==> config.mk <==
export PLATFORM = sky130hd
export DESIGN_NAME = i2c_target_ctrl_flat
export DESIGN_NICKNAME = d
export VERILOG_FILES = /design/src/rtl/i2c_pkg.sv /design/src/rtl/i2c_target_ctrl_if.sv /design/src/rtl/i2c_rx_fifo.sv /design/src/rtl/i2c_target_ctrl.sv /design/src/flat_wrapper.sv
export SDC_FILE = /design/constraint.sdc
export NUM_CORES = 1
export LEC_CHECK = 0
export BUFFER_PORTS_ARGS = -buffer_cell sky130_fd_sc_hd__buf_2
export CORE_MARGIN = 4
export CORE_UTILIZATION = 53
export CTS_CLUSTER_DIAMETER = 120
export CTS_CLUSTER_SIZE = 10
export DETAILED_ROUTE_END_ITERATION = 10
export HOLD_SLACK_MARGIN = 0.12
export PLACE_DENSITY = 0.8
export SYNTH_ARGS = -nofsm -noshare
export SYNTH_HDL_FRONTEND = slang
export SYNTH_SLANG_ARGS = --single-unit
==> constraint.sdc <==
create_clock -name clk_i -period 2 [get_ports clk_i]
set_input_delay 0 -clock clk_i [delete_from_list [all_inputs] [get_ports clk_i]]
set_output_delay 0 -clock clk_i [all_outputs]
set_load 0.01 [all_outputs]
==> src/rtl/i2c_pkg.sv <==
// i2c_pkg: shared types and constants for the I2C target controller.
// Rev 1.0
`default_nettype none

package i2c_pkg;

  typedef enum logic {
    I2C_WRITE = 1'b0,
    I2C_READ  = 1'b1
  } i2c_op_t;

  typedef enum logic [3:0] {
    IDLE     = 4'd0,
    ADDR     = 4'd1,
    ADDR_ACK = 4'd2,
    WR_DATA  = 4'd3,
    WR_ACK   = 4'd4,
    RD_LOAD  = 4'd5,
    RD_DATA  = 4'd6,
    RD_ACK   = 4'd7,
    IGNORE   = 4'd8
  } i2c_state_e;

  localparam logic ACK  = 1'b0;
  localparam logic NACK = 1'b1;

endpackage

`default_nettype wire

==> src/rtl/i2c_target_ctrl_if.sv <==
// i2c_target_ctrl_if: open-drain bus pins plus RX/TX byte handshakes.
// Rev 1.0
`default_nettype none

interface i2c_target_ctrl_if #(
  parameter int unsigned I2C_DATA_WIDTH = 8
);
  logic                      scl_i;
  logic                      sda_i;
  logic                      scl_o;
  logic                      sda_o;
  logic [I2C_DATA_WIDTH-1:0] wr_data_o;
  logic                      wr_valid_o;
  logic                      wr_ready_i;
  logic [I2C_DATA_WIDTH-1:0] rd_data_i;
  logic                      rd_valid_i;
  logic                      rd_ready_o;

  modport master (
    output scl_i, sda_i, wr_ready_i, rd_data_i, rd_valid_i,
    input  scl_o, sda_o, wr_data_o, wr_valid_o, rd_ready_o
  );

  modport slave (
    input  scl_i, sda_i, wr_ready_i, rd_data_i, rd_valid_i,
    output scl_o, sda_o, wr_data_o, wr_valid_o, rd_ready_o
  );
endinterface

`default_nettype wire

==> src/rtl/i2c_rx_fifo.sv <==
// i2c_rx_fifo: write-data FIFO with extra-MSB pointers; head reads as zero when empty.
// Rev 1.0
`default_nettype none

module i2c_rx_fifo #(
  parameter int unsigned WIDTH = 8,
  parameter int unsigned DEPTH = 4
) (
  input  logic             clk_i,
  input  logic             rst_n_i,
  input  logic             push_i,
  input  logic [WIDTH-1:0] push_data_i,
  input  logic             pop_i,
  output logic [WIDTH-1:0] pop_data_o,
  output logic             empty_o,
  output logic             full_o
);

  localparam int unsigned AW = $clog2(DEPTH);

  logic [AW:0]      wr_ptr_q, wr_ptr_d;
  logic [AW:0]      rd_ptr_q, rd_ptr_d;
  logic [WIDTH-1:0] mem_q [DEPTH];
  logic             do_push;
  logic             do_pop;

  assign empty_o = (wr_ptr_q == rd_ptr_q);
  assign full_o  = (wr_ptr_q[AW] != rd_ptr_q[AW]) &&
                   (wr_ptr_q[AW-1:0] == rd_ptr_q[AW-1:0]);
  assign do_push = push_i & ~full_o;
  assign do_pop  = pop_i & ~empty_o;

  assign pop_data_o = empty_o ? '0 : mem_q[rd_ptr_q[AW-1:0]];

  always_comb begin
    wr_ptr_d = wr_ptr_q;
    rd_ptr_d = rd_ptr_q;
    if (do_push) wr_ptr_d = wr_ptr_q + (AW+1)'(1);
    if (do_pop)  rd_ptr_d = rd_ptr_q + (AW+1)'(1);
  end

  always_ff @(posedge clk_i or negedge rst_n_i) begin
    if (!rst_n_i) begin
      wr_ptr_q <= '0;
      rd_ptr_q <= '0;
    end else begin
      wr_ptr_q <= wr_ptr_d;
      rd_ptr_q <= rd_ptr_d;
    end
  end

  always_ff @(posedge clk_i) begin
    if (do_push) mem_q[wr_ptr_q[AW-1:0]] <= push_data_i;
  end

endmodule

`default_nettype wire

==> src/rtl/i2c_target_ctrl.sv <==
// i2c_target_ctrl: 7-bit-address I2C target with RX FIFO, read clock stretching and overrun flag.
// Rev 1.0
`default_nettype none

module i2c_target_ctrl
  import i2c_pkg::*;
#(
  parameter int unsigned               I2C_ADDR_WIDTH = 7,
  parameter int unsigned               I2C_DATA_WIDTH = 8,
  parameter logic [I2C_ADDR_WIDTH-1:0] TARGET_ADDR    = 7'h22,
  parameter int unsigned               RX_DEPTH       = 4
) (
  input  logic               clk_i,
  input  logic               rst_n_i,
  i2c_target_ctrl_if.slave   bus,
  output i2c_op_t            op_o,
  output logic               busy_o,
  output logic               start_o,
  output logic               stop_o,
  output logic               overrun_o
);

  localparam int unsigned         CNT_W     = $clog2(I2C_DATA_WIDTH + 1);
  localparam logic [CNT_W-1:0]    ADDR_LAST = CNT_W'(I2C_ADDR_WIDTH);
  localparam logic [CNT_W-1:0]    DATA_LAST = CNT_W'(I2C_DATA_WIDTH - 1);
  localparam logic [CNT_W-1:0]    DATA_BITS = CNT_W'(I2C_DATA_WIDTH);

  logic scl_meta_q, scl_sync_q, scl_prev_q;
  logic sda_meta_q, sda_sync_q, sda_prev_q;

  i2c_state_e                state_q, state_d;
  logic [CNT_W-1:0]          bit_cnt_q, bit_cnt_d;
  logic [I2C_DATA_WIDTH-1:0] sr_q, sr_d;
  logic                      phase_q, phase_d;
  logic                      sda_q, sda_d;
  logic                      scl_q, scl_d;
  i2c_op_t                   op_q, op_d;
  logic                      busy_q, busy_d;
  logic                      overrun_q, overrun_d;
  logic                      rd_ready_q, rd_ready_d;
  logic                      start_q, start_d;
  logic                      stop_q, stop_d;

  logic scl_rise, scl_fall, start_det, stop_det;
  logic fifo_push, fifo_empty, fifo_full;

  assign scl_rise  =  scl_sync_q & ~scl_prev_q;
  assign scl_fall  = ~scl_sync_q &  scl_prev_q;
  // SCL must be high on both taps so SDA moving with our own SCL release is not a condition
  assign start_det = scl_sync_q & scl_prev_q & ~sda_sync_q &  sda_prev_q;
  assign stop_det  = scl_sync_q & scl_prev_q &  sda_sync_q & ~sda_prev_q;

  i2c_rx_fifo #(
    .WIDTH (I2C_DATA_WIDTH),
    .DEPTH (RX_DEPTH)
  ) u_rx_fifo (
    .clk_i       (clk_i),
    .rst_n_i     (rst_n_i),
    .push_i      (fifo_push),
    .push_data_i (sr_q),
    .pop_i       (bus.wr_ready_i),
    .pop_data_o  (bus.wr_data_o),
    .empty_o     (fifo_empty),
    .full_o      (fifo_full)
  );

  always_comb begin
    state_d    = state_q;
    bit_cnt_d  = bit_cnt_q;
    sr_d       = sr_q;
    phase_d    = phase_q;
    sda_d      = sda_q;
    scl_d      = scl_q;
    op_d       = op_q;
    busy_d     = busy_q;
    overrun_d  = overrun_q;
    rd_ready_d = 1'b0;
    start_d    = start_det;
    stop_d     = stop_det;
    fifo_push  = 1'b0;

    if (stop_det) begin
      state_d = IDLE;
      phase_d = 1'b0;
      sda_d   = 1'b1;
      scl_d   = 1'b1;
      busy_d  = 1'b0;
    end else if (start_det) begin
      state_d   = ADDR;
      bit_cnt_d = '0;
      phase_d   = 1'b0;
      sda_d     = 1'b1;
      scl_d     = 1'b1;
    end else begin
      case (state_q)
        ADDR: begin
          if (scl_rise) begin
            sr_d      = {sr_q[I2C_DATA_WIDTH-2:0], sda_sync_q};
            bit_cnt_d = bit_cnt_q + CNT_W'(1);
            if (bit_cnt_q == ADDR_LAST) begin
              bit_cnt_d = '0;
              phase_d   = 1'b0;
              if (sr_d[I2C_ADDR_WIDTH:1] == TARGET_ADDR) begin
                state_d = ADDR_ACK;
                busy_d  = 1'b1;
                op_d    = sr_d[0] ? I2C_READ : I2C_WRITE;
              end else begin
                state_d = IGNORE;
              end
            end
          end
        end
        // phase 0 waits for the fall ending bit 8, phase 1 for the fall ending bit 9
        ADDR_ACK: begin
          if (scl_fall) begin
            if (!phase_q) begin
              sda_d   = ACK;
              phase_d = 1'b1;
            end else begin
              sda_d   = NACK;
              phase_d = 1'b0;
              state_d = (op_q == I2C_READ) ? RD_LOAD : WR_DATA;
            end
          end
        end
        WR_DATA: begin
          if (scl_rise) begin
            sr_d      = {sr_q[I2C_DATA_WIDTH-2:0], sda_sync_q};
            bit_cnt_d = bit_cnt_q + CNT_W'(1);
            if (bit_cnt_q == DATA_LAST) begin
              bit_cnt_d = '0;
              phase_d   = 1'b0;
              state_d   = WR_ACK;
            end
          end
        end
        WR_ACK: begin
          if (scl_fall) begin
            if (!phase_q) begin
              if (!fifo_full) begin
                fifo_push = 1'b1;
                sda_d     = ACK;
                phase_d   = 1'b1;
              end else begin
                overrun_d = 1'b1;
                state_d   = IGNORE;
              end
            end else begin
              sda_d   = NACK;
              phase_d = 1'b0;
              state_d = WR_DATA;
            end
          end
        end
        // entered with SCL low, so the MSB can be put on SDA right away
        RD_LOAD: begin
          if (bus.rd_valid_i) begin
            sr_d       = bus.rd_data_i;
            sda_d      = bus.rd_data_i[I2C_DATA_WIDTH-1];
            scl_d      = 1'b1;
            rd_ready_d = 1'b1;
            bit_cnt_d  = '0;
            state_d    = RD_DATA;
          end else begin
            scl_d = 1'b0;
          end
        end
        RD_DATA: begin
          if (scl_rise) begin
            bit_cnt_d = bit_cnt_q + CNT_W'(1);
          end else if (scl_fall) begin
            if (bit_cnt_q == DATA_BITS) begin
              sda_d   = 1'b1;
              phase_d = 1'b0;
              state_d = RD_ACK;
            end else begin
              sr_d  = {sr_q[I2C_DATA_WIDTH-2:0], 1'b0};
              sda_d = sr_q[I2C_DATA_WIDTH-2];
            end
          end
        end
        RD_ACK: begin
          if (scl_rise && !phase_q) begin
            if (sda_sync_q == NACK) state_d = IGNORE;
            else                    phase_d = 1'b1;
          end else if (scl_fall && phase_q) begin
            phase_d = 1'b0;
            state_d = RD_LOAD;
          end
        end
        default: ;
      endcase
    end
  end

  always_ff @(posedge clk_i or negedge rst_n_i) begin
    if (!rst_n_i) begin
      scl_meta_q <= 1'b1;
      scl_sync_q <= 1'b1;
      scl_prev_q <= 1'b1;
      sda_meta_q <= 1'b1;
      sda_sync_q <= 1'b1;
      sda_prev_q <= 1'b1;
      state_q    <= IDLE;
      bit_cnt_q  <= '0;
      sr_q       <= '0;
      phase_q    <= 1'b0;
      sda_q      <= 1'b1;
      scl_q      <= 1'b1;
      op_q       <= I2C_WRITE;
      busy_q     <= 1'b0;
      overrun_q  <= 1'b0;
      rd_ready_q <= 1'b0;
      start_q    <= 1'b0;
      stop_q     <= 1'b0;
    end else begin
      scl_meta_q <= bus.scl_i;
      scl_sync_q <= scl_meta_q;
      scl_prev_q <= scl_sync_q;
      sda_meta_q <= bus.sda_i;
      sda_sync_q <= sda_meta_q;
      sda_prev_q <= sda_sync_q;
      state_q    <= state_d;
      bit_cnt_q  <= bit_cnt_d;
      sr_q       <= sr_d;
      phase_q    <= phase_d;
      sda_q      <= sda_d;
      scl_q      <= scl_d;
      op_q       <= op_d;
      busy_q     <= busy_d;
      overrun_q  <= overrun_d;
      rd_ready_q <= rd_ready_d;
      start_q    <= start_d;
      stop_q     <= stop_d;
    end
  end

  assign bus.scl_o      = scl_q;
  assign bus.sda_o      = sda_q;
  assign bus.wr_valid_o = ~fifo_empty;
  assign bus.rd_ready_o = rd_ready_q;
  assign op_o           = op_q;
  assign busy_o         = busy_q;
  assign start_o        = start_q;
  assign stop_o         = stop_q;
  assign overrun_o      = overrun_q;

endmodule

`default_nettype wire

==> src/flat_wrapper.sv <==
// flat-port wrapper written by rule: the top's interface ports become plain ports
module i2c_target_ctrl_flat import i2c_pkg::*;
#(
  parameter int unsigned               I2C_ADDR_WIDTH = 7,
  parameter int unsigned               I2C_DATA_WIDTH = 8,
  parameter logic [I2C_ADDR_WIDTH-1:0] TARGET_ADDR    = 7'h22,
  parameter int unsigned               RX_DEPTH       = 4
)
  (clk_i, rst_n_i, op_o, busy_o, start_o, stop_o, overrun_o, bus_scl_i, bus_sda_i, bus_wr_ready_i, bus_rd_data_i, bus_rd_valid_i, bus_scl_o, bus_sda_o, bus_wr_data_o, bus_wr_valid_o, bus_rd_ready_o);
  i2c_target_ctrl_if #(.I2C_DATA_WIDTH(I2C_DATA_WIDTH)) bus_i ();
  input  logic clk_i;
  input  logic rst_n_i;
  output i2c_op_t op_o;
  output logic busy_o;
  output logic start_o;
  output logic stop_o;
  output logic overrun_o;
  input wire logic [$bits(bus_i.scl_i)-1:0] bus_scl_i;
  input wire logic [$bits(bus_i.sda_i)-1:0] bus_sda_i;
  input wire logic [$bits(bus_i.wr_ready_i)-1:0] bus_wr_ready_i;
  input wire logic [$bits(bus_i.rd_data_i)-1:0] bus_rd_data_i;
  input wire logic [$bits(bus_i.rd_valid_i)-1:0] bus_rd_valid_i;
  output wire logic [$bits(bus_i.scl_o)-1:0] bus_scl_o;
  output wire logic [$bits(bus_i.sda_o)-1:0] bus_sda_o;
  output wire logic [$bits(bus_i.wr_data_o)-1:0] bus_wr_data_o;
  output wire logic [$bits(bus_i.wr_valid_o)-1:0] bus_wr_valid_o;
  output wire logic [$bits(bus_i.rd_ready_o)-1:0] bus_rd_ready_o;
  assign bus_i.scl_i = bus_scl_i;
  assign bus_i.sda_i = bus_sda_i;
  assign bus_i.wr_ready_i = bus_wr_ready_i;
  assign bus_i.rd_data_i = bus_rd_data_i;
  assign bus_i.rd_valid_i = bus_rd_valid_i;
  assign bus_scl_o = bus_i.scl_o;
  assign bus_sda_o = bus_i.sda_o;
  assign bus_wr_data_o = bus_i.wr_data_o;
  assign bus_wr_valid_o = bus_i.wr_valid_o;
  assign bus_rd_ready_o = bus_i.rd_ready_o;
  i2c_target_ctrl #(.I2C_ADDR_WIDTH(I2C_ADDR_WIDTH), .I2C_DATA_WIDTH(I2C_DATA_WIDTH), .TARGET_ADDR(TARGET_ADDR), .RX_DEPTH(RX_DEPTH)) u_core (.clk_i(clk_i), .rst_n_i(rst_n_i), .bus(bus_i), .op_o(op_o), .busy_o(busy_o), .start_o(start_o), .stop_o(stop_o), .overrun_o(overrun_o));
endmodule
==> qor.yml <==
required_ns: 2.29
dr.pass1.iters: 4
hold_ws_ns: 0.276
synth_simple_gate_area_share_pct: 17.4
r2r_slack_ns: 0.04
ant_nets: 0
status: "finished clean"
holdCritPathClass: "input pin to async pin"
path_clk_slew_ns: 0.08
die_area_um2: 7910
path_class: "register to register"
multiInputGateArea_um2: 1530
diodes: 0
power_leakage_nw: 1.83
p_per_area_nw_per_um2: 1260
clock_skew_ns: 0.00865
crit_chain: "buf_4, or3b_1, a21oi_2, o21bai_2, or4_1, nand3_1"
r2r_end: "u_core.bit_cnt_q[2]"
dieHeight_um: 89.0
synth_compound_area_share_pct: 9.94
grt_max_degree: 38
arrival_ns: 2.25
path_delay_family: "simple AND/OR/NAND/NOR gates"
rsz0062_at_grt: "yes"
cap_violations: 0
synth_xor_area_share_pct: 2.02
synth.top_cell.area_share_pct: 27.7
worst-path-stages: 6
grtUsageTotal_pct: 20.7
worst_path_max_delay_cell: "or4_1"
yosysMostFrequentCell: "edfxtp_1"
vias: 2483
max-clock-path-buffers: 2
place.detailed.hpwl_mm: 5.29
antenna_found_initial: 0
fin_crit_sh_pct: 98.2
cp-end-kind: "register"
drt_iter0_markers: 120
root_buffer: "clkbuf_8"
period_needed_ns: 1.96
synth_area_um2: 3470
finalSetupTns_ns: 0
layout-drive-gt1-share_pct: 33.1
synth_async_sr_flop_share_pct: 53.6
synthTopCellsByArea: "edfxtp_1 (28%), dfrtp_1 (21%), dfstp_2 (6.0%)"
synth_common_cells: "edfxtp_1 (32), nand2_1 (30), dfrtp_1 (29), and2_1 (14), nor2_1 (13)"
synth_edf_count: 32
syn_avg_cell_area_um2: 12.5
insertion_delay_ns: 0.35
r2r_start: "u_core.state_q[2]"
ys_warn_count: 0
cts_tree: "built"
synth_top_family_by_area: "simple AND/OR/NAND/NOR gates"
die_w_um: 89.0
finalHoldViolCount: 0
post-synth-top-area-cell: "edfxtp_1"
syn_to_final_growth_pct: 25.9
fmaxAchievable_mhz: 509
slew_violations: 0
setup_viol: 0
slowest_delay_ns: 0.48
ys_ff_latch: 69
grt_pass1_vias: 2502
gr-total-overflow: 0
htreeDepth: 3
ys_seq_area_share_pct: 54.6
reg2reg_depth: 6
ys_types: 67
syn_inst: 278
core_region_area_um2: 6350
synthAdderAreaFrac_pct: 2.52
cts_buffers: 9
path_buf_inv: 1
fin_nets: 375
start_util_pct: 54.7
synth.mux.area_fraction_pct: 10.3
clock_sinks: 69
seq_area_um2: 1900
syn_nets: 299
vdd_drop_max_mv: 0.760
synthFlopType: "edfxtp_1"
place_congestion: 0.924
fillers: 413
io_buffer_count: 30
slew_headroom_pct: 45.4
drc_errors: 0
rows: 29
worst_pin_slew_ns: 0.820
wl_mm: 7.73
ios: 31
p_total_mw: 5.50
start_kind: "register"
critical_path.max_fanout: 12
grt_pass1_wl_mm: 12.2
wl_per_cell_um: 17.7
avgViaCountPerCell: 5.69
## area by class of cell
| type | count | area share (%) |
|---|---|---|
| Clock buffer | 9 | 2.83 |
| Clock inverter | 7 | 2.43 |
| Inverter | 9 | 0.772 |
| Multi-Input combinational cell | 187 | 34.9 |
| Sequential cell | 69 | 43.4 |
| Tap cell | 77 | 2.20 |
| Timing Repair Buffer | 78 | 13.5 |
## cell usage in the layout (no fill, tap or decap), types with 6 or more instances in the layout
| cell | n |
|---|---|
| mux4_1 | 8 |
| dfrtp_1 | 28 |
| dlygate4sd3_1 | 13 |
| dfstp_2 | 8 |
| nor3_1 | 7 |
| buf_4 | 30 |
| edfxtp_1 | 32 |
| a21oi_1 | 8 |
| nor2_1 | 13 |
| buf_2 | 31 |
| ha_1 | 7 |
| and2_1 | 14 |
| mux2_2 | 9 |
| nand3_1 | 6 |
| clkbuf_8 | 9 |
| nand2b_1 | 6 |
| nand2_1 | 30 |
| inv_1 | 9 |
## kinds of logic after synthesis
| logic type | after synthesis |
|---|---|
| AOI/OAI and AO/OA | 46 |
| muxes | 21 |
| buffers and inverters | 22 |
| adders and majority gates | 7 |
| and+or+nand+nor | 105 |
| xor gates and xnor gates | 8 |
| DFF | 69 |
## worst max path at each step
| stage | start | to | slack (ns) |
|---|---|---|---|
| 6_report | u_core.state_q[2] | u_core.bit_cnt_q[2] | 0.04 |
| 5_1_grt | u_core.state_q[2] | u_core.bit_cnt_q[2] | -0.03 |
| 4_1_cts | u_core.sda_sync_q | u_core.op_o | 0.001 |
| 3_5_place_dp | u_core.state_q[0] | u_core.state_q[0] | -0.02 |
| 3_3_place_gp | u_core.state_q[0] | u_core.sr_q[3] | 0.003 |
| 2_1_floorplan | u_core.state_q[0] | u_core.u_rx_fifo.mem_q[3][0] | 0.10 |
## worst reg2reg max path, stage by stage, from the launching register on
cell and delay (ns):
dfrtp_1 0.40, buf_4 0.19, or3b_1 0.40, a21oi_2 0.21, o21bai_2 0.13, or4_1 0.48, nand3_1 0.09
## power by group
part           internal (mW)  leakage, nW  switching (mW)
registers               1.76        0.757           0.268
clock network          0.723        0.116           0.584
logic                   1.09        0.952            1.07
## sequential cells by signal (all words and copies together) (netlist names), 3 cells and up
register                   cells
u_core.bit_cnt_q               4
u_core.sr_q                    8
u_core.state_q                 4
u_core.u_rx_fifo.mem_q        32
u_core.u_rx_fifo.rd_ptr_q      3
u_core.u_rx_fifo.wr_ptr_q      3
## per-layer routing
layer | vias up | global-route usage [%] | share of wire (%)
met3 | 22 | 4.61 | 5.4
met1 | 1191 | 25.5 | 41
met5 | - | 0 | 0
met2 | 87 | 34.2 | 50
li1 | 1183 | - | -
met4 | 0 | 10.6 | 2.9
## stage by stage
stage,cells,cell area (µm²),setup slack [ns],util (%)
2_1_floorplan,278,3470,0.105,-
3_3_place_gp,403,3920,0.00290,61.8
3_5_place_dp,403,3920,-0.0174,61.8
4_1_cts,434,4310,0.000973,67.8
5_1_grt,436,4370,-0.0317,68.9
6_report,436,4370,0.0365,68.9
## repair_timing
item / CTS / global route
resized for setup: 2 / 11
hold endpoints to repair: 45 / 0
pin swaps: 1 / 0
buffers inserted: 2 / 2
endpoints found under the setup margin: 9 / 27
hold buffers: 13 / 0
No activity file was read; power rests on OpenSTA's default activity.
